[config.mk]
export PLATFORM = sky130hd
export DESIGN_NAME = seg_p2s_ctrl
export DESIGN_NICKNAME = d
export VERILOG_FILES = /design/src/rtl/seg_p2s_ctrl.sv
export SDC_FILE = /design/constraint.sdc
export NUM_CORES = 1
export LEC_CHECK = 0
export ABC_AREA = 1
export CORE_MARGIN = 1
export CORE_UTILIZATION = 57
export CTS_CLUSTER_SIZE = 40
export DETAILED_ROUTE_END_ITERATION = 12
export PLACE_DENSITY = 0.83
export SYNTH_ARGS = -nofsm -noshare
export SYNTH_HDL_FRONTEND = slang
export SYNTH_SLANG_ARGS = --single-unit
[constraint.sdc]
create_clock -name clk -period 3.9 [get_ports clk]
set_input_delay 0.39 -clock clk [delete_from_list [all_inputs] [get_ports clk]]
set_output_delay 0.39 -clock clk [all_outputs]
set_load 0.01 [all_outputs]
[src/rtl/seg_p2s_ctrl.sv]
// seg_p2s_ctrl
// Parallel-to-serial controller for the seven-segment display chain.
// A DATA_W-bit frame is captured on an accepted start strobe, cleared into the
// external shift-register chain, then shifted out MSB-first on s_clk (HALF
// system-clock cycles per phase). The parallel-output enable s_pen is raised
// once the whole frame has been shifted in.
//
// Ports
//   clk     system clock, rising edge
//   rst_n   asynchronous active-low reset
//   start   one-cycle request, honoured in IDLE or DONE
//   p_data  frame to send, captured when start is accepted
//   busy    frame in flight
//   done    one-cycle completion pulse
//   s_clk   serial shift clock (chain samples on its rising edge)
//   s_data  serial data, MSB first, changes only while s_clk is low
//   s_clrn  active-low clear to the chain, low during LOAD
//   s_pen   parallel-output enable, high while the displayed frame is valid
module seg_p2s_ctrl #(
    parameter int DATA_W = 64,
    parameter int HALF   = 2
) (
    input  logic              clk,
    input  logic              rst_n,
    input  logic              start,
    input  logic [DATA_W-1:0] p_data,
    output logic              busy,
    output logic              done,
    output logic              s_clk,
    output logic              s_data,
    output logic              s_clrn,
    output logic              s_pen
);

    localparam int CNT_W = $clog2(DATA_W + 1);
    localparam int DIV_W = (HALF > 1) ? $clog2(HALF) : 1;
    localparam logic [DIV_W-1:0] DIV_LAST = DIV_W'(HALF - 1);
    localparam logic [CNT_W-1:0] CNT_FULL = CNT_W'(DATA_W);
    localparam logic [CNT_W-1:0] CNT_ONE  = CNT_W'(1);

    typedef enum logic [2:0] {
        IDLE,
        LOAD,
        SHIFT_LO,
        SHIFT_HI,
        DONE
    } state_t;

    state_t            state, state_d;
    logic [DATA_W-1:0] frame, frame_d, frame_sh;
    logic [CNT_W-1:0]  bit_cnt, bit_cnt_d;
    logic [DIV_W-1:0]  div_cnt, div_cnt_d;
    logic              busy_d, done_d, s_clk_d, s_data_d, s_clrn_d, s_pen_d;

    always_ff @(posedge clk or negedge rst_n) begin
        if (!rst_n) begin
            state   <= IDLE;
            frame   <= '0;
            bit_cnt <= '0;
            div_cnt <= '0;
            busy    <= 1'b0;
            done    <= 1'b0;
            s_clk   <= 1'b0;
            s_data  <= 1'b0;
            s_clrn  <= 1'b0;
            s_pen   <= 1'b0;
        end else begin
            state   <= state_d;
            frame   <= frame_d;
            bit_cnt <= bit_cnt_d;
            div_cnt <= div_cnt_d;
            busy    <= busy_d;
            done    <= done_d;
            s_clk   <= s_clk_d;
            s_data  <= s_data_d;
            s_clrn  <= s_clrn_d;
            s_pen   <= s_pen_d;
        end
    end

    always_comb begin
        state_d   = state;
        frame_d   = frame;
        bit_cnt_d = bit_cnt;
        div_cnt_d = div_cnt;
        busy_d    = busy;
        done_d    = 1'b0;
        s_clk_d   = s_clk;
        s_data_d  = s_data;
        s_clrn_d  = s_clrn;
        s_pen_d   = s_pen;
        frame_sh  = frame << 1;

        case (state)
            IDLE, DONE: begin
                state_d  = IDLE;
                s_clrn_d = 1'b1;
                if (start) begin
                    // Outputs registered here are the LOAD-cycle values.
                    state_d   = LOAD;
                    frame_d   = p_data;
                    bit_cnt_d = CNT_FULL;
                    div_cnt_d = '0;
                    busy_d    = 1'b1;
                    s_clrn_d  = 1'b0;
                    s_pen_d   = 1'b0;
                    s_clk_d   = 1'b0;
                    s_data_d  = p_data[DATA_W-1];
                end
            end

            LOAD: begin
                state_d   = SHIFT_LO;
                s_clrn_d  = 1'b1;
                div_cnt_d = '0;
            end

            SHIFT_LO: begin
                if (div_cnt == DIV_LAST) begin
                    state_d   = SHIFT_HI;
                    div_cnt_d = '0;
                    s_clk_d   = 1'b1;
                end else begin
                    div_cnt_d = div_cnt + 1'b1;
                end
            end

            SHIFT_HI: begin
                if (div_cnt == DIV_LAST) begin
                    div_cnt_d = '0;
                    frame_d   = frame_sh;
                    bit_cnt_d = bit_cnt - 1'b1;
                    s_clk_d   = 1'b0;
                    if (bit_cnt != CNT_ONE) begin
                        state_d  = SHIFT_LO;
                        s_data_d = frame_sh[DATA_W-1];
                    end else begin
                        state_d  = DONE;
                        s_data_d = 1'b0;
                        done_d   = 1'b1;
                        busy_d   = 1'b0;
                        s_pen_d  = 1'b1;
                    end
                end else begin
                    div_cnt_d = div_cnt + 1'b1;
                end
            end

            default: state_d = IDLE;
        endcase
    end

endmodule

==> results of run 1 <==
[worst max path at each step]
stage | startpoint | to | slack, ns | cells after the start
finish | state[0]$_DFFE_PN0P_ | frame[19]$_DFFE_PN0P_ | 1.69 | 9
global route | state[0]$_DFFE_PN0P_ | frame[19]$_DFFE_PN0P_ | 1.38 | 8
CTS | state[0]$_DFFE_PN0P_ | frame[19]$_DFFE_PN0P_ | 1.67 | 8
detailed placement | start | frame[47]$_DFFE_PN0P_ | 1.64 | 9
global placement | start | frame[20]$_DFFE_PN0P_ | 1.68 | 9
floorplan | state[0]$_DFFE_PN0P_ | s_data$_DFFE_PN0P_ | 2.51 | 11
[registers in the layout (all words and copies together), names as in the netlist]
register,cells
frame,63
bit_cnt,7
state,3
busy,1
div_cnt,1
done,1
s_clk,1
s_clrn,1
s_data,1
s_pen,1
[report_power, final]
part | switching (mW) | internal (mW)
clock network | 0.289 | 0.345
logic | 0.0431 | 0.0704
registers | 0.000637 | 0.830
[placed cells by master (no fill, tap or decap), drive strengths merged, types with 3 or more instances in the layout]
cell type      count
buf                4
clkbuf            13
clkdlybuf4s50     71
dfrtp             80
inv               17
nand2            416
nand3              8
nand4              3
nor2              16
o21ai              5
xor2               3
[metal layers]
metal  track usage  wire, um
met5             0         0
met4       0.07424        85
met3       0.06286       502
met2        0.4076      3878
met1        0.3312      3873
[through the flow]
stage | util | instances | total power, mW | setup WS, ns
after floorplan | - | 582 | 0.8740 | 2.508
after global routing | 0.7207 | 739 | 1.640 | 1.380
after CTS | 0.7207 | 739 | 1.590 | 1.669
final | 0.7207 | 739 | 1.578 | 1.687
after global placement | 0.6905 | 724 | 0.9613 | 1.676
after detailed placement | 0.6905 | 724 | 0.9614 | 1.641
[cells by family (layout without fill, tap and decap cells)]
group	Yosys count	in the layout	share of synthesized area
flops	80	80	0.4957
compound gates	7	7	0.01022
buf+inv	46	107	0.06103
fa+ha+maj	2	2	0.006195
simple gates	444	444	0.4204
xor+xnor	3	3	0.006507
[layout make-up]
class | instances | area (um^2) | share of cell area
Sequential cell | 80 | 2002 | 0.4066
Multi-Input combinational cell | 456 | 1790 | 0.3637
Clock inverter | 2 | 37.54 | 0.007624
Clock buffer | 13 | 168.9 | 0.03431
Timing Repair Buffer | 75 | 740.7 | 0.1504
Tap cell | 96 | 120.1 | 0.02440
Inverter | 17 | 63.81 | 0.01296
==> impl_metrics.env, run 1 <==
export IMPL_status="completed"
export IMPL_worstPathRequired_ns=4.19
export IMPL_synth_commonest_cells="nand2_1 (415), dfrtp_1 (80), nor2_1 (15)"
export IMPL_grt_max_degree=81
export IMPL_synthFlopType="dfrtp_1"
export IMPL_holdBufCountCts=0
export IMPL_grt_ovfl_total=0
export IMPL_die_h_um=86.18
export IMPL_fillers=570
export IMPL_wire_per_inst_um=11.29
export IMPL_slowest_stage="buf_4"
export IMPL_ys_ff_latch=80
export IMPL_core_area_um2=6832
export IMPL_synth_edf_count=0
export IMPL_root_buffer="clkbuf_8"
export IMPL_ys_async_sr_fraction=1.000
export IMPL_worstSetupStartpointType="flip-flop"
export IMPL_path_max_fanout=74
export IMPL_clk_latency_ns=0.36
export IMPL_row_count=30
export IMPL_worst_pin_slew_ns=1.055
export IMPL_synth_cell_types=20
export IMPL_drt_iter0_drc=237
export IMPL_synth_avg_cell_area_um2=6.940
export IMPL_h_tree_depth=3
export IMPL_finalSetupTns_ns=0
export IMPL_dieArea_um2=7426
export IMPL_setup_viol=0
export IMPL_endpoint_kind="flip-flop"
export IMPL_grtUsageTotal=0.2494
export IMPL_min_period_over_period=0.5673
export IMPL_grt_pass1_wl_um=14540
export IMPL_antenna_left=0
export IMPL_yosysTopAreaCell="dfrtp_1"
export IMPL_ys_seq_area_frac=0.4957
export IMPL_place_area_um2=4717
export IMPL_yosys_area_top_type_share=0.4957
export IMPL_start_util=0.5912
export IMPL_cts_path_max_buffers=2
export IMPL_peakVddDrop_mv=0.1833
export IMPL_synthCells=582
export IMPL_cpLargestDelayFamily="simple AND/OR/NAND/NOR gates"
export IMPL_cts_setup_buffers=0
export IMPL_powerDensity_nw_per_um2=320.6
export IMPL_drt_pass1_iterations=4
export IMPL_min_period_ns=2.213
export IMPL_diodes=0
export IMPL_rsz0062_at_grt="false"
export IMPL_r2r_slack_ns=1.69
export IMPL_crit_path_cell_trace="nand2_1, nor2_4, nand2_1, nand2_1, inv_2, nand2_2, buf_4, nand2_1, nand2_1"
export IMPL_drive_gt1_frac=0.03577
export IMPL_timing_hold_ws_ns=0.1781
export IMPL_die_w_um=86.18
export IMPL_antenna_found_initial=0
export IMPL_ys_warn_count=0
export IMPL_path_class="flip-flop to flip-flop"
export IMPL_grt_pass1_vias=3389
export IMPL_final_nets=708
export IMPL_numCtsBuffers=9
export IMPL_ioPinCount=73
export IMPL_synthTopCellsByArea="dfrtp_1 (50%), nand2_1 (39%), buf_6 (1.7%)"
export IMPL_slew_headroom=0.2968
export IMPL_hold_viol=0
export IMPL_leakage_nw=2.779
export IMPL_avgViaCountPerCell=4.877
export IMPL_cts_tree="done"
export IMPL_drc=0
export IMPL_cts_resized=0
export IMPL_r2r_start="state[0]$_DFFE_PN0P_"
export IMPL_finalWeightedCongestion=0.8730
export IMPL_worstHoldPathType="input port to async pin"
export IMPL_crit_top_cell="nand2_1"
export IMPL_fmax_mhz=452.0
export IMPL_max_stage_delay_ns=0.57
export IMPL_reg2reg_to="frame[19]$_DFFE_PN0P_"
export IMPL_synth_cell_area_um2=4039
export IMPL_critPathArrivalTime_ns=2.50
export IMPL_drv_cap=0
export IMPL_hpwlAfterDp_um=5064
export IMPL_fin_skew_ns=0.005184
export IMPL_synth_most_common_cell="nand2_1"
export IMPL_clk_pin_slew_ns=0.08
export IMPL_area_growth_pct=21.90
export IMPL_clock_sinks=80
export IMPL_path_buf_inv=2
export IMPL_synth_nets=651
export IMPL_routed_wl_um=8341
export IMPL_num_vias=3604
export IMPL_maxSlewViolCount=0
export IMPL_final_cell_area_um2=4923
export IMPL_port_buffer_count=72
export IMPL_reg2regPathDepth=9
Power figures use the tool's default switching activity.
==> run 2: changes to the inputs <==
- CORE_UTILIZATION: 57 -> 53
- PLACE_DENSITY: 0.83 -> 0.78
- clock period: 3.9 -> 2.1 ns (I/O delays scaled with it)
==> impl_metrics.env, run 2 (synthesis results as in run 1) <==
export IMPL_row_count=31
export IMPL_min_period_ns=1.747
export IMPL_biggestRegsByFlops="frame: 63 flops, bit_cnt: 7 flops, state: 3 flops"
export IMPL_hold_viol=0
export IMPL_cts_resized=0
export IMPL_drv_cap=0
export IMPL_grt_pass1_vias=3629
export IMPL_root_buffer="clkbuf_8"
export IMPL_min_period_over_period=0.8321
export IMPL_largest_register="frame"
export IMPL_worstHoldPathType="input port to flip-flop"
export IMPL_die_h_um=89.30
export IMPL_core_area_um2=7292
export IMPL_grt_pass1_wl_um=15190
export IMPL_antenna_found_initial=0
export IMPL_grt_max_degree=81
export IMPL_clk_latency_ns=0.35
export IMPL_grtUsageTotal=0.2474
export IMPL_fin_util=0.6896
export IMPL_rsz0062_at_grt="false"
export IMPL_comb_power_share=0.070
export IMPL_largest_reg_flops=63
export IMPL_drive_gt1_frac=0.04160
export IMPL_slew_headroom=0.5886
export IMPL_critPathArrivalTime_ns=1.99
export IMPL_port_buffer_count=72
export IMPL_power_switching_uw=615.8
export IMPL_maxSlewViolCount=0
export IMPL_routed_wl_um=8734
export IMPL_worstPathRequired_ns=2.35
export IMPL_cts_path_max_buffers=2
export IMPL_dieArea_um2=7974
export IMPL_clock_sinks=80
export IMPL_antenna_left=0
export IMPL_grt_ovfl_total=0
export IMPL_hpwlAfterDp_um=5515
export IMPL_mostFrequentLayoutCell="nand2_1"
export IMPL_slowest_stage="dfrtp_1"
export IMPL_final_nets=714
export IMPL_startpoint="state[0]$_DFFE_PN0P_"
export IMPL_wire_per_inst_um=11.68
export IMPL_num_vias=3621
export IMPL_max_stage_delay_ns=0.42
export IMPL_p_int_mw=2.495
export IMPL_endpoint_kind="flip-flop"
export IMPL_start_util=0.5539
export IMPL_p_sw_frac=0.1980
export IMPL_h_tree_depth=3
export IMPL_die_w_um=89.30
export IMPL_worstSetupStartpointType="flip-flop"
export IMPL_finalSetupTns_ns=0
export IMPL_drt_pass1_iterations=4
export IMPL_peakVddDrop_mv=0.3725
export IMPL_finalWeightedCongestion=0.8255
export IMPL_reg2regPathDepth=8
export IMPL_cts_setup_buffers=0
export IMPL_clk_pin_slew_ns=0.08
export IMPL_reg2reg_to="s_pen$_DFFE_PN0P_"
export IMPL_leakage_nw=2.835
export IMPL_diodes=0
export IMPL_setup_viol=0
export IMPL_r2r_slack_ns=0.35
export IMPL_status="completed"
export IMPL_powerDensity_nw_per_um2=618.5
export IMPL_crit_path_cell_trace="nand2_1, nor2_4, buf_4, nand4_1, nand2_1, nand2_1, nand2_1, nand2_1"
export IMPL_cts_tree="done"
export IMPL_fmax_mhz=572.3
export IMPL_fin_skew_ns=0.005993
export IMPL_drc=0
export IMPL_ioPinCount=73
export IMPL_avgViaCountPerCell=4.841
export IMPL_path_max_fanout=38
export IMPL_area_growth_pct=24.50
export IMPL_numCtsBuffers=9
export IMPL_holdBufCountCts=1
export IMPL_clkPwrFrac=0.434
export IMPL_drt_iter0_drc=241
export IMPL_worst_pin_slew_ns=0.6171
export IMPL_crit_top_cell="nand2_1"
export IMPL_r2r_start="state[0]$_DFFE_PN0P_"
export IMPL_path_class="flip-flop to flip-flop"
export IMPL_crit_end="s_pen$_DFFE_PN0P_"
export IMPL_layout_common_cells="nand2_1 (415), dfrtp_1 (80), clkdlybuf4s50_1 (71)"
export IMPL_seq_power_share=0.496
[run 2: cell count changes in the layout (fill, tap and decap cells not counted), sizes merged]
cell | previous run | this run
buf | 4 | 9
bufinv | 1 | 3
clkbuf | 13 | 12
clkinvlp | 1 | 0
dlygate4sd3 | 0 | 1
[run 2: critical path, delay by kind of cell, from the launching register on]
family,cells,cell delay [ns]
buf+inv,1,0.39
flops,1,0.42
simple gates,7,0.84
[run 2: power groups by stage]
stage / Clock (mW) / Sequential, mW / Combinational [mW]
6_report: 1.35 / 1.54 / 0.219
2_1_floorplan: 0 / 1.57 / 0.0497
3_3_place_gp: 0 / 1.57 / 0.218
3_5_place_dp: 0 / 1.57 / 0.219
4_1_cts: 1.37 / 1.54 / 0.223
5_1_grt: 1.44 / 1.54 / 0.245
[run 2: final cells by class]
type                    count  area, um^2
inverters                  17       63.81
clock inverters             3       90.09
multi-input cells         456        1790
clock buffers              12       145.1
well taps                  99       123.9
fillers                   648        2263
flip-flops and latches     80        2002
repair buffers             81       813.3
[run 2: routing by layer]
layer | global-route usage | up-vias | part of all wire
met1 | 0.3218 | 1655 | 0.46
li1 | - | 1861 | -
met4 | 0.09524 | 0 | 0.012
met5 | 0 | - | 0
met3 | 0.03970 | 10 | 0.049
met2 | 0.4178 | 95 | 0.48
[run 2: how the worst min path moves through the flow]
stage,startpoint,to,cells after the start
after floorplan,rst_n,bit_cnt[0]$_DFFE_PN0P_,0
after global placement,rst_n,frame[52]$_DFFE_PN0P_,2
after detailed placement,rst_n,frame[52]$_DFFE_PN0P_,2
after CTS,p_data[0],frame[0]$_DFFE_PN0P_,3
after global routing,p_data[0],frame[0]$_DFFE_PN0P_,3
final,p_data[0],frame[0]$_DFFE_PN0P_,3
[run 2: stage by stage]
stage                     cells  power (mW)  cell area [um^2]  worst slack, ns  hold WS, ns
after floorplan             582       1.623              4039           0.7077     -0.08559
after global placement      732       1.791              4783           0.3255       0.2734
after detailed placement    732       1.791              4783           0.2877       0.2731
after CTS                   748       3.132              5029           0.3498       0.3881
after global routing        748       3.223              5029           0.1341       0.4239
final                       748       3.110              5029           0.3525       0.3919
==> run 3: changes to the inputs <==
- clock period: 2.1 -> 1.72 ns (I/O delays scaled with it)
==> impl_metrics.env, run 3 (synthesis results as in run 1) <==
export IMPL_status="completed"
export IMPL_mostFrequentLayoutCell="nand2_1"
export IMPL_biggestRegsByFlops="frame: 63 flops, bit_cnt: 7 flops, state: 3 flops"
export IMPL_peakVddDrop_mv=0.4595
export IMPL_clk_latency_ns=0.35
export IMPL_area_growth_pct=24.66
export IMPL_grt_pass1_wl_um=14850
export IMPL_drv_cap=0
export IMPL_routed_wl_um=8706
export IMPL_largest_reg_flops=63
export IMPL_grtUsageTotal=0.2417
export IMPL_worstPathRequired_ns=1.97
export IMPL_drt_iter0_drc=248
export IMPL_slew_headroom=0.6698
export IMPL_clock_sinks=80
export IMPL_layout_common_cells="nand2_1 (415), dfrtp_1 (80), clkdlybuf4s50_1 (71)"
export IMPL_worstSetupStartpointType="flip-flop"
export IMPL_worst_pin_slew_ns=0.4953
export IMPL_min_period_ns=1.581
export IMPL_slowest_stage="dfrtp_1"
export IMPL_path_class="flip-flop to flip-flop"
export IMPL_rsz0062_at_grt="false"
export IMPL_wire_per_inst_um=11.58
export IMPL_root_buffer="clkbuf_8"
export IMPL_crit_path_cell_trace="nand2_1, nor2_4, buf_4, nand4_1, nand2_1, nand2_1, nand2_1, nand2_1"
export IMPL_antenna_found_initial=0
export IMPL_worstHoldPathType="input port to async pin"
export IMPL_row_count=31
export IMPL_ioPinCount=73
export IMPL_crit_top_cell="nand2_1"
export IMPL_core_area_um2=7292
export IMPL_path_max_fanout=18
export IMPL_finalSetupTns_ns=0
export IMPL_endpoint_kind="flip-flop"
export IMPL_cts_tree="done"
export IMPL_fmax_mhz=632.5
export IMPL_drive_gt1_frac=0.04900
export IMPL_min_period_over_period=0.9192
export IMPL_drc=0
export IMPL_num_vias=3605
export IMPL_grt_pass1_vias=3440
export IMPL_setup_viol=0
export IMPL_dieArea_um2=7974
export IMPL_die_w_um=89.30
export IMPL_hpwlAfterDp_um=5806
export IMPL_port_buffer_count=72
export IMPL_max_stage_delay_ns=0.41
export IMPL_leakage_nw=2.833
export IMPL_antenna_left=0
export IMPL_maxSlewViolCount=0
export IMPL_critPathArrivalTime_ns=1.83
export IMPL_fin_util=0.6905
export IMPL_avgViaCountPerCell=4.794
export IMPL_fin_skew_ns=0.009509
export IMPL_powerDensity_nw_per_um2=662.6
export IMPL_diodes=0
export IMPL_cts_path_max_buffers=2
export IMPL_die_h_um=89.30
export IMPL_largest_register="frame"
export IMPL_reg2regPathDepth=8
export IMPL_grt_ovfl_total=0
export IMPL_fillers=647
export IMPL_numCtsBuffers=9
export IMPL_finalPower_mw=3.336
export IMPL_clk_pin_slew_ns=0.08
export IMPL_drt_pass1_iterations=4
export IMPL_final_nets=717
export IMPL_start_util=0.5539
export IMPL_grt_max_degree=53
export IMPL_hold_viol=0
export IMPL_finalWeightedCongestion=0.8987
export IMPL_h_tree_depth=3
[run 3: cell count changes in the layout (fill, tap and decap cells not counted)]
cell        change
buf_4           -1
clkbuf_1        -1
clkinvlp_4      +1
nand2_2         -1
nand2_4         +1
clkinv_4        +1
clkbuf_8        -1
buf_12          +4
bufinv_16       -3
clkinv_2        +4
[run 3: repair_timing]
action / 4_1_cts / 5_1_grt
hold endpoints to repair: 36 / 0
hold buffers: 1 / 0
resized for setup: 0 / 1
buffers inserted: 0 / 0
setup endpoints to repair: 0 / 9
[run 3: per-layer routing]
| metal | up-vias | global-route usage | wire length [um] |
|---|---|---|---|
| met5 | - | 0 | 0 |
| met1 | 1627 | 0.3201 | 4072 |
| met4 | 0 | 0.08658 | 104 |
| met2 | 94 | 0.4046 | 4155 |
| li1 | 1875 | - | - |
| met3 | 9 | 0.03970 | 373 |
[run 3: power by group]
group          internal (mW)  leakage [nW]  switching, mW
Clock                  0.516        0.0858          0.668
Combinational          0.168          1.67          0.102
Sequential              1.88          1.08        0.00137
[run 3: layout make-up]
cell class / instances / area [um^2] / area share
flip-flops and latches: 80 / 2002 / 0.3976
clock buffers: 10 / 127.6 / 0.02535
repair buffers: 84 / 885.9 / 0.1759
well taps: 99 / 123.9 / 0.02460
multi-input cells: 456 / 1795 / 0.3566
clock inverters: 6 / 36.28 / 0.007207
inverters: 17 / 63.81 / 0.01267
[run 3: worst paths after layout]
| check | from | slack [ns] | end |
|---|---|---|---|
| hold reg to reg | frame[1]$_DFFE_PN0P_ | 0.48 | frame[1]$_DFFE_PN0P_ |
| min in group clk | p_data[0] | 0.36 | frame[0]$_DFFE_PN0P_ |
| max in group asynchronous | rst_n | 0.83 | bit_cnt[0]$_DFFE_PN0P_ |
| setup / recovery | state[0]$_DFFE_PN0P_ | 0.14 | busy$_DFFE_PN0P_ |
| setup reg to reg | state[0]$_DFFE_PN0P_ | 0.14 | busy$_DFFE_PN0P_ |
| hold / removal | rst_n | 0.33 | frame[53]$_DFFE_PN0P_ |
[run 3: critical path: cells and delay by family (launching register included)]
kind	cells	cell delay (ns)
buf+inv	1	0.26
flops	1	0.41
simple gates	7	0.79
[run 3: per-stage QoR]
| stage | hold WS [ns] | instances | area (um^2) | worst slack [ns] |
|---|---|---|---|---|
| 2_1_floorplan | -0.1236 | 582 | 4039 | 0.3277 |
| 3_3_place_gp | 0.1757 | 735 | 4856 | 0.1667 |
| 3_5_place_dp | 0.1794 | 735 | 4856 | 0.1113 |
| 4_1_cts | 0.3310 | 752 | 5030 | 0.09132 |
| 5_1_grt | 0.3923 | 752 | 5035 | 0.02199 |
| 6_report | 0.3337 | 752 | 5035 | 0.1390 |
